$ cat config.mk
export PLATFORM = sky130hd
export DESIGN_NAME = daphne_iir_integrator_mc_flat
export DESIGN_NICKNAME = d
export VERILOG_FILES = /design/src/rtl/daphne_iir_integrator_mc_pkg.sv /design/src/rtl/daphne_iir_integrator_mc_if.sv /design/src/rtl/daphne_iir_mac.sv /design/src/rtl/daphne_iir_integrator_mc.sv /design/src/flat_wrapper.sv
export SDC_FILE = /design/constraint.sdc
export NUM_CORES = 2
export LEC_CHECK = 0
export ABC_AREA = 1
export CAP_MARGIN = 5
export CORE_MARGIN = 1.5
export CORE_UTILIZATION = 35
export CTS_CLUSTER_SIZE = 10
export DETAILED_ROUTE_END_ITERATION = 16
export PLACE_DENSITY = 0.53
export SYNTH_ARGS = -nofsm -noshare
export SYNTH_HDL_FRONTEND = slang
export SYNTH_SLANG_ARGS = --single-unit
$ cat constraint.sdc
create_clock -name clk -period 18.54 [get_ports clk]
set_input_delay 1.854 -clock clk [delete_from_list [all_inputs] [get_ports clk]]
set_output_delay 1.854 -clock clk [all_outputs]
set_load 0.005 [all_outputs]
$ cat src/rtl/daphne_iir_integrator_mc_pkg.sv
// Shared definitions for the DAPHNE multi-channel IIR integrator:
// the channel-index width helper, the Q-format rounding constant and the
// round/saturate helpers used by the datapath.
package daphne_filt_pkg;

    // Width of the per-channel saturation counters (optional feature)
    localparam int unsigned SatCntW = 16;

    // Channel index width; a single channel still gets a 1-bit index
    function automatic int unsigned chw(input int unsigned n);
        return (n > 1) ? $clog2(n) : 1;
    endfunction

    // Value 0.5 in signed Q1.(cw-1)
    function automatic longint q_half(input int unsigned cw);
        return 64'sd1 <<< (cw - 2);
    endfunction

    // Round half up, then arithmetic shift right by sh (sh >= 1)
    function automatic logic signed [63:0] round_shr(input logic signed [63:0] v,
                                                     input int unsigned sh);
        return (v + (64'sd1 <<< (sh - 1))) >>> sh;
    endfunction

    // Clamp v into a w-bit signed range; clip reports whether clamping happened
    function automatic logic signed [63:0] sat_s(input logic signed [63:0] v,
                                                 input int unsigned w,
                                                 output logic clip);
        logic signed [63:0] hi;
        logic signed [63:0] lo;
        logic signed [63:0] r;
        hi   = (64'sd1 <<< (w - 1)) - 64'sd1;
        lo   = -(64'sd1 <<< (w - 1));
        r    = v;
        clip = 1'b0;
        if (v > hi) begin
            r    = hi;
            clip = 1'b1;
        end else if (v < lo) begin
            r    = lo;
            clip = 1'b1;
        end
        return r;
    endfunction

endpackage

$ cat src/rtl/daphne_iir_integrator_mc_if.sv
// Sample stream interface of the multi-channel IIR integrator.
// slave: the filter side (consumes s_*, produces m_*).
// master: the surrounding logic (produces s_*, consumes m_*).
interface daphne_iir_integrator_mc_if #(
    parameter int unsigned NCH = 8,
    parameter int unsigned DW  = 16
);
    localparam int unsigned CHW = daphne_filt_pkg::chw(NCH);

    logic                 s_valid;
    logic                 s_ready;
    logic [CHW-1:0]       s_chan;
    logic signed [DW-1:0] s_data;
    logic                 m_valid;
    logic [CHW-1:0]       m_chan;
    logic signed [DW-1:0] m_data;
    logic                 m_sat;

    modport master (
        output s_valid, s_chan, s_data,
        input  s_ready, m_valid, m_chan, m_data, m_sat
    );

    modport slave (
        input  s_valid, s_chan, s_data,
        output s_ready, m_valid, m_chan, m_data, m_sat
    );

endinterface

$ cat src/rtl/daphne_iir_mac.sv
// Stateless 3-stage datapath of the IIR integrator:
//   stage 2: products b0*x + b1*x_prev and a1*y_state
//   stage 3: accumulate, round to the y_state format, saturate
//   output : round to the sample format, saturate, or bypass the raw sample
// Channel, enable and writeback flags travel alongside the data.
module daphne_iir_mac
    import daphne_filt_pkg::*;
#(
    parameter int unsigned CHW = 3,
    parameter int unsigned DW  = 16,
    parameter int unsigned CW  = 18,
    parameter int unsigned YF  = 8
) (
    input  logic                    clk,
    input  logic                    reset_n,
    input  logic                    kill_wb,
    input  logic                    in_valid,
    input  logic [CHW-1:0]          in_chan,
    input  logic                    in_en,
    input  logic                    in_wb,
    input  logic signed [DW-1:0]    in_x,
    input  logic signed [DW-1:0]    in_xp,
    input  logic signed [DW+YF-1:0] in_y,
    input  logic signed [CW-1:0]    in_b0,
    input  logic signed [CW-1:0]    in_b1,
    input  logic signed [CW-1:0]    in_a1,
    output logic                    s2_valid,
    output logic [CHW-1:0]          s2_chan,
    output logic                    s3_valid,
    output logic [CHW-1:0]          s3_chan,
    output logic                    s3_wb,
    output logic signed [DW-1:0]    s3_x,
    output logic signed [DW+YF-1:0] s3_y,
    output logic                    out_valid,
    output logic [CHW-1:0]          out_chan,
    output logic signed [DW-1:0]    out_data,
    output logic                    out_sat
);
    localparam int unsigned YW  = DW + YF;
    localparam int unsigned PW0 = CW + DW + 1;
    localparam int unsigned PW1 = CW + DW + YF;
    localparam int unsigned AW  = CW + DW + YF + 2;

    logic                    s2_en, s2_wb;
    logic signed [DW-1:0]    s2_x;
    logic signed [PW0-1:0]   s2_p0;
    logic signed [PW1-1:0]   s2_p1;
    logic                    s3_en, s3_sat_y;

    logic signed [PW0-1:0]   p0_d;
    logic signed [PW1-1:0]   p1_d;
    logic signed [AW-1:0]    acc;
    logic signed [63:0]      y_full;
    logic signed [YW-1:0]    y_d;
    logic                    clip_y;
    logic signed [63:0]      o_full;
    logic                    clip_o;
    logic signed [DW-1:0]    data_d;
    logic                    sat_d;

    // Multiplier stage operands
    always_comb begin
        p0_d = PW0'(in_b0) * PW0'(in_x) + PW0'(in_b1) * PW0'(in_xp);
        p1_d = PW1'(in_a1) * PW1'(in_y);
    end

    // Stage 2 register: products and sidebands
    always_ff @(posedge clk or negedge reset_n) begin
        if (!reset_n) begin
            s2_valid <= 1'b0;
            s2_chan  <= '0;
            s2_en    <= 1'b0;
            s2_wb    <= 1'b0;
            s2_x     <= '0;
            s2_p0    <= '0;
            s2_p1    <= '0;
        end else begin
            s2_valid <= in_valid;
            s2_chan  <= in_chan;
            s2_en    <= in_en;
            s2_wb    <= in_wb & ~kill_wb;
            s2_x     <= in_x;
            s2_p0    <= p0_d;
            s2_p1    <= p1_d;
        end
    end

    // Accumulate in full precision, then round into the y_state format
    always_comb begin
        acc    = (AW'(s2_p0) <<< YF) + AW'(s2_p1);
        y_full = sat_s(round_shr(64'(acc), CW - 1), YW, clip_y);
        y_d    = YW'(y_full);
    end

    // Stage 3 register: new state value, also the forwarding/writeback source
    always_ff @(posedge clk or negedge reset_n) begin
        if (!reset_n) begin
            s3_valid <= 1'b0;
            s3_chan  <= '0;
            s3_en    <= 1'b0;
            s3_wb    <= 1'b0;
            s3_x     <= '0;
            s3_y     <= '0;
            s3_sat_y <= 1'b0;
        end else begin
            s3_valid <= s2_valid;
            s3_chan  <= s2_chan;
            s3_en    <= s2_en;
            s3_wb    <= s2_wb & ~kill_wb;
            s3_x     <= s2_x;
            s3_y     <= y_d;
            s3_sat_y <= clip_y;
        end
    end

    // Output rounding/saturation, or raw sample when bypassed
    always_comb begin
        o_full = sat_s(round_shr(64'(s3_y), YF), DW, clip_o);
        data_d = s3_en ? DW'(o_full) : s3_x;
        sat_d  = s3_en & (s3_sat_y | clip_o);
    end

    // Output register: single-cycle strobe
    always_ff @(posedge clk or negedge reset_n) begin
        if (!reset_n) begin
            out_valid <= 1'b0;
            out_chan  <= '0;
            out_data  <= '0;
            out_sat   <= 1'b0;
        end else begin
            out_valid <= s3_valid;
            out_chan  <= s3_chan;
            out_data  <= data_d;
            out_sat   <= s3_valid & sat_d;
        end
    end

endmodule

$ cat src/rtl/daphne_iir_integrator_mc.sv
// Multi-channel time-multiplexed first-order IIR integrator:
//   y[n] = b0*x[n] + b1*x[n-1] + a1*y[n-1]
// Holds per-channel x_prev/y_state, the same-channel interlock, stage-3
// forwarding and (with DAPHNE_IIR_SATCNT_EN defined) per-channel
// saturation counters with a registered read port.
module daphne_iir_integrator_mc
    import daphne_filt_pkg::*;
#(
    parameter int unsigned NCH = 8,
    parameter int unsigned DW  = 16,
    parameter int unsigned CW  = 18,
    parameter int unsigned YF  = 8,
    localparam int unsigned CHW = chw(NCH)
) (
    input  logic                  clk,
    input  logic                  reset_n,
    input  logic                  enable,
    input  logic                  clear,
    input  logic signed [CW-1:0]  coef_b0,
    input  logic signed [CW-1:0]  coef_b1,
    input  logic signed [CW-1:0]  coef_a1,
    daphne_iir_integrator_mc_if.slave bus
`ifdef DAPHNE_IIR_SATCNT_EN
    ,
    input  logic [CHW-1:0]        satcnt_sel,
    output logic [SatCntW-1:0]    satcnt
`endif
);
    localparam int unsigned YW = DW + YF;

    logic                 run_q;
    logic                 hazard, fwd, accept;
    logic signed [YW-1:0] rd_y;
    logic signed [DW-1:0] rd_x;

    logic signed [YW-1:0] y_state [NCH];
    logic signed [DW-1:0] x_prev  [NCH];

    logic                 s1_valid, s1_en, s1_wb;
    logic [CHW-1:0]       s1_chan;
    logic signed [DW-1:0] s1_x, s1_xp;
    logic signed [YW-1:0] s1_y;
    logic signed [CW-1:0] s1_b0, s1_b1, s1_a1;

    logic                 s2_valid, s3_valid, s3_wb;
    logic [CHW-1:0]       s2_chan, s3_chan;
    logic signed [DW-1:0] s3_x;
    logic signed [YW-1:0] s3_y;

    logic                 out_valid, out_sat;
    logic [CHW-1:0]       out_chan;
    logic signed [DW-1:0] out_data;

    // Holds s_ready low from reset assertion until the first edge after release
    always_ff @(posedge clk or negedge reset_n) begin
        if (!reset_n) run_q <= 1'b0;
        else          run_q <= 1'b1;
    end

    // Interlock against stages 1/2; stage 3 result is forwarded instead
    always_comb begin
        hazard = (s1_valid && (s1_chan == bus.s_chan)) ||
                 (s2_valid && (s2_chan == bus.s_chan));
        fwd    = s3_valid && s3_wb && (s3_chan == bus.s_chan);
        rd_y   = fwd ? s3_y : y_state[bus.s_chan];
        rd_x   = fwd ? s3_x : x_prev[bus.s_chan];
        accept = bus.s_valid && run_q && !hazard;
    end

    assign bus.s_ready = run_q & ~hazard;

    // Stage 1: capture sample, channel state and coefficients at acceptance
    always_ff @(posedge clk or negedge reset_n) begin
        if (!reset_n) begin
            s1_valid <= 1'b0;
            s1_chan  <= '0;
            s1_en    <= 1'b0;
            s1_wb    <= 1'b0;
            s1_x     <= '0;
            s1_xp    <= '0;
            s1_y     <= '0;
            s1_b0    <= '0;
            s1_b1    <= '0;
            s1_a1    <= '0;
        end else begin
            s1_valid <= accept;
            // a clear on the acceptance edge also cancels this sample's writeback
            s1_wb    <= accept ? (enable & ~clear) : (s1_wb & ~clear);
            if (accept) begin
                s1_chan <= bus.s_chan;
                s1_en   <= enable;
                s1_x    <= bus.s_data;
                s1_xp   <= rd_x;
                s1_y    <= rd_y;
                s1_b0   <= coef_b0;
                s1_b1   <= coef_b1;
                s1_a1   <= coef_a1;
            end
        end
    end

    // Channel state: clear wins over a same-cycle writeback
    always_ff @(posedge clk or negedge reset_n) begin
        if (!reset_n) begin
            for (int i = 0; i < int'(NCH); i++) begin
                y_state[i] <= '0;
                x_prev[i]  <= '0;
            end
        end else if (clear) begin
            for (int i = 0; i < int'(NCH); i++) begin
                y_state[i] <= '0;
                x_prev[i]  <= '0;
            end
        end else if (s3_valid && s3_wb) begin
            y_state[s3_chan] <= s3_y;
            x_prev[s3_chan]  <= s3_x;
        end
    end

    daphne_iir_mac #(
        .CHW (CHW),
        .DW  (DW),
        .CW  (CW),
        .YF  (YF)
    ) u_mac (
        .clk       (clk),
        .reset_n   (reset_n),
        .kill_wb   (clear),
        .in_valid  (s1_valid),
        .in_chan   (s1_chan),
        .in_en     (s1_en),
        .in_wb     (s1_wb),
        .in_x      (s1_x),
        .in_xp     (s1_xp),
        .in_y      (s1_y),
        .in_b0     (s1_b0),
        .in_b1     (s1_b1),
        .in_a1     (s1_a1),
        .s2_valid  (s2_valid),
        .s2_chan   (s2_chan),
        .s3_valid  (s3_valid),
        .s3_chan   (s3_chan),
        .s3_wb     (s3_wb),
        .s3_x      (s3_x),
        .s3_y      (s3_y),
        .out_valid (out_valid),
        .out_chan  (out_chan),
        .out_data  (out_data),
        .out_sat   (out_sat)
    );

    assign bus.m_valid = out_valid;
    assign bus.m_chan  = out_chan;
    assign bus.m_data  = out_data;
    assign bus.m_sat   = out_sat;

`ifdef DAPHNE_IIR_SATCNT_EN
    logic [SatCntW-1:0] satcnt_q [NCH];

    // Per-channel saturation counters, sticky at all-ones
    always_ff @(posedge clk or negedge reset_n) begin
        if (!reset_n) begin
            for (int i = 0; i < int'(NCH); i++) satcnt_q[i] <= '0;
            satcnt <= '0;
        end else begin
            if (clear) begin
                for (int i = 0; i < int'(NCH); i++) satcnt_q[i] <= '0;
            end else if (out_valid && out_sat && (satcnt_q[out_chan] != '1)) begin
                satcnt_q[out_chan] <= satcnt_q[out_chan] + 1'b1;
            end
            satcnt <= satcnt_q[satcnt_sel];
        end
    end
`endif

endmodule

$ cat src/flat_wrapper.sv
// flat-port wrapper written by rule: the top's interface ports become plain ports
module daphne_iir_integrator_mc_flat import daphne_filt_pkg::*;
#(
    parameter int unsigned NCH = 8,
    parameter int unsigned DW  = 16,
    parameter int unsigned CW  = 18,
    parameter int unsigned YF  = 8,
    localparam int unsigned CHW = chw(NCH)
)
  (clk, reset_n, enable, clear, coef_b0, coef_b1, coef_a1, bus_s_valid, bus_s_chan, bus_s_data, bus_s_ready, bus_m_valid, bus_m_chan, bus_m_data, bus_m_sat);
  daphne_iir_integrator_mc_if #(.NCH(NCH), .DW(DW)) bus_i ();
  input  logic clk;
  input  logic reset_n;
  input  logic enable;
  input  logic clear;
  input  logic signed [CW-1:0] coef_b0;
  input  logic signed [CW-1:0] coef_b1;
  input  logic signed [CW-1:0] coef_a1;
  input wire logic [$bits(bus_i.s_valid)-1:0] bus_s_valid;
  input wire logic [$bits(bus_i.s_chan)-1:0] bus_s_chan;
  input wire logic [$bits(bus_i.s_data)-1:0] bus_s_data;
  output wire logic [$bits(bus_i.s_ready)-1:0] bus_s_ready;
  output wire logic [$bits(bus_i.m_valid)-1:0] bus_m_valid;
  output wire logic [$bits(bus_i.m_chan)-1:0] bus_m_chan;
  output wire logic [$bits(bus_i.m_data)-1:0] bus_m_data;
  output wire logic [$bits(bus_i.m_sat)-1:0] bus_m_sat;
  assign bus_i.s_valid = bus_s_valid;
  assign bus_i.s_chan = bus_s_chan;
  assign bus_i.s_data = bus_s_data;
  assign bus_s_ready = bus_i.s_ready;
  assign bus_m_valid = bus_i.m_valid;
  assign bus_m_chan = bus_i.m_chan;
  assign bus_m_data = bus_i.m_data;
  assign bus_m_sat = bus_i.m_sat;
  daphne_iir_integrator_mc #(.NCH(NCH), .DW(DW), .CW(CW), .YF(YF)) u_core (.clk(clk), .reset_n(reset_n), .enable(enable), .clear(clear), .coef_b0(coef_b0), .coef_b1(coef_b1), .coef_a1(coef_a1), .bus(bus_i));
endmodule
==> impl_metrics.py <==
metrics = {
    "place": {
        "post-place-ws_ns": 10.78,
        "place.detailed.hpwl_mm": 146,
        "gp_congestion": 0.899,
        "io_buffers": 99,
    },
    "synth": {
        "post_synth_net_total": 9198,
        "synth_cell_type_count": 53,
        "synth_largest_area_cell": "fa_1",
        "yosys-top-cells-area": "fa_1, dfrtp_1, inv_1, nand2_1, ha_1",
        "post_synth_most_frequent_cells": "inv_1, nand2_1, fa_1",
        "ys_async_sr_fraction": 1.00,
        "syn_avg_cell_area_um2": 8.40,
        "syn_inst": 7728,
        "synth_edf_count": 0,
        "yosys_register_bits": 596,
        "post-synth-top-count-cell": "inv_1",
        "yosys_warnings": 0,
        "syn_area_um2": 64900,
        "yosys_most_used_dff": "dfrtp_1",
        "yosysSeqAreaShare": 0.230,
        "netlist.area_leader.share": 0.329,
    },
    "run_status": {
        "outcome": "finished, final reports clean",
    },
    "sta": {
        "finalWorstPathRequiredPeriod_ns": 7.90,
        "fin_crit_sh": 0.426,
        "rsz0062_at_grt": "false",
        "final-hold-violation-count": 0,
        "max_freq_mhz": 127,
        "worst-slew-pin-transition_ns": 1.25,
        "setup-violations-final": 0,
        "final_worst_setup_slack_ns": 10.64,
        "timing.max_slew.rel_slack": 0.165,
        "clock_skew_ns": 0.0609,
        "timing.final.max_slew_violations": 0,
        "setup_total_negative_slack_ns": 0,
    },
    "worst_setup_path": {
        "path_type_of_the_worst_setup_path": "flip-flop to flip-flop",
        "crit_buf_inv": 6,
        "critical_path.max_fanout": 17,
        "setup.worst_path.end_class": "flip-flop",
        "timing.critical_path.required_ns": 19.11,
        "cp-startpoint": "u_core.s1_b1[17]",
        "critical_path.reg2reg.startpoint": "u_core.s1_b1[17]",
        "critical-path-slowest-cell": "dfrtp_1",
        "critPathArrivalTime_ns": 8.47,
        "start_kind": "flip-flop",
        "timing.critical_path.max_delay_family": "adder cells",
        "crit_path_frequent_cell": "fa_1",
        "crit_path_max_incr_delay_ns": 0.76,
        "cell_chain_critical_path": "nand2_1 > fa_1 > inv_1 > fa_1 > inv_1 > fa_1 > inv_1 > fa_1 > fa_1 > fa_1 > fa_1 > inv_1 > fa_1 > inv_1 > ha_1 > nand2_1 > nor2_1 > inv_1 > nor3_1 > nand2_1 > o21ai_0 > a31oi_1 > xnor2_1",
    },
    "route": {
        "wire_per_inst_um": 19.4,
        "routed_antenna_nets": 0,
        "postRouteWirelength_mm": 195,
        "drt_iter0_drcs": 4079,
        "route.detailed.drc": 0,
        "routed_vias_inst": 4.90,
        "drt_first_pass_iters": 6,
        "detailroute.via_count": 49307,
    },
    "layout": {
        "syn_to_final_growth_pct": 8.14,
        "final_layout_size_suffix_gt1_frac": 0.0308,
        "fillers": 18689,
        "design.final.nets": 9019,
    },
    "floorplanning": {
        "coreArea_um2": 184000,
        "die-height_um": 434,
        "floorplan.die.width_um": 434,
        "design.die.area_um2": 188000,
        "floorplan.rows": 157,
        "io_pins": 100,
        "starting_density_of_the_core": 0.353,
    },
    "grt": {
        "grt_antenna_before_repair": 2,
        "grtUsageTotal": 0.214,
        "grt_start_max_net_pins": 170,
        "grt-ovfl-total": 0,
        "number_of_global_route_vias_before_repair": 51757,
        "grt_first_pass_wirelength_mm": 309,
    },
    "cts": {
        "htreeDepth": 3,
        "cts-buffers-inserted": 76,
        "path_clk_slew_ns": 0.09,
        "cts_tree": "yes",
        "post_cts.resized_instances": 0,
        "cts_num_sinks": 596,
        "cts-hold-fix-buffers": 0,
        "cts-root-buf": "clkbuf_16",
        "cts_buffer_depth": 3,
        "cts_post_setup_buffers_inserted": 0,
        "worstSkewPairLatency_ns": 0.72,
    },
    "job": {
        "timing.max_cap.violations": 0,
    },
    "hold_path": {
        "min-delay-start": "u_core.u_mac.s2_x[1]",
        "timing.hold.worst.class": "flip-flop to flip-flop",
    },
}
## cells in the final DEF (no fill, tap or decap), drive strengths merged, types with 3 or more instances in the layout
master,synthesis,routed
o21a,6,6
o22ai,127,127
xnor2,50,50
a2bb2oi,8,8
a21oi,152,152
nor2,333,333
xor2,70,70
nand2,1691,1691
nor4,4,4
o21ai,531,531
clkbuf,350,103
dfrtp,596,596
fa,1068,1068
o211ai,47,47
buf,86,84
a21boi,4,4
and3,3,3
o221ai,12,12
or2,12,12
clkinv,3,11
clkdlybuf4s50,0,95
a31oi,16,16
a221oi,6,6
a21o,9,9
o21bai,11,11
ha,324,324
inv,1822,1825
nor3,24,24
nand4,21,21
a22oi,5,5
nand3,325,325
clkinvlp,0,4
## final cells by class
cell class                 instances  area [um^2]  share of cell area
antenna                            1         2.50           0.0000356
clock buffer                     103         2050              0.0292
clock inverter                    15          229             0.00326
inverter                        1825         6860              0.0977
multi-input combinational       4871        41500               0.591
sequential                       596        14900               0.212
tap                             2464         3080              0.0439
timing repair buffer             179         1600              0.0228
## sequential cells by signal, summed over array words and instances (netlist names), 16 cells and up
register,cells
u_core.y_state,192
u_core.x_prev,128
u_core.u_mac.s2_p0,35
u_core.u_mac.s2_p1,34
u_core.s1_y,24
u_core.u_mac.s3_y,24
u_core.s1_a1,18
u_core.s1_b0,18
u_core.s1_b1,18
u_core.s1_x,16
u_core.s1_xp,16
u_core.u_mac.out_data,16
u_core.u_mac.s2_x,16
u_core.u_mac.s3_x,16
## cell families after synthesis
kind of cell | Yosys count | synth area share
simple gates | 2418 | 0.149
buf+inv | 2261 | 0.132
fa+ha+maj | 1392 | 0.392
compound gates | 940 | 0.0811
flops | 596 | 0.230
xor+xnor | 120 | 0.0162
other cells | 1 | 0.0000578
## per-layer routing
layer	vias up	GRT usage	wire [um]
li1	22631	-	-
met1	25077	0.282	82500
met2	1344	0.374	97800
met3	255	0.0216	9370
met4	0	0.0568	5170
met5	-	0	0
## per-stage QoR
| stage | utilization | area [um^2] | hold WS, ns | instances |
|---|---|---|---|---|
| after floorplan | - | 64900 | 0.331 | 7728 |
| after global placement | 0.370 | 67900 | 0.335 | 9935 |
| after detailed placement | 0.370 | 67900 | 0.335 | 9935 |
| after CTS | 0.382 | 70200 | 0.348 | 10053 |
| after global routing | 0.382 | 70200 | 0.349 | 10053 |
| final | 0.382 | 70200 | 0.346 | 10054 |
## worst paths after layout
path | to | slack (ns) | cells after the start
min in group asynchronous | u_core.x_prev[100] | 1.20 | 1
setup / recovery | u_core.u_mac.s2_p0[29] | 10.64 | 23
max in group asynchronous | u_core.s1_b1[10] | 14.08 | 4
hold / removal | u_core.u_mac.s3_x[1] | 0.35 | 0
hold reg to reg | u_core.u_mac.s3_x[1] | 0.35 | 0
setup reg to reg | u_core.u_mac.s2_p0[29] | 10.64 | 23
Power is left out: the tool's default activity adds up to more than one toggle a clock period on the data nets, which glitch-free logic cannot reach.
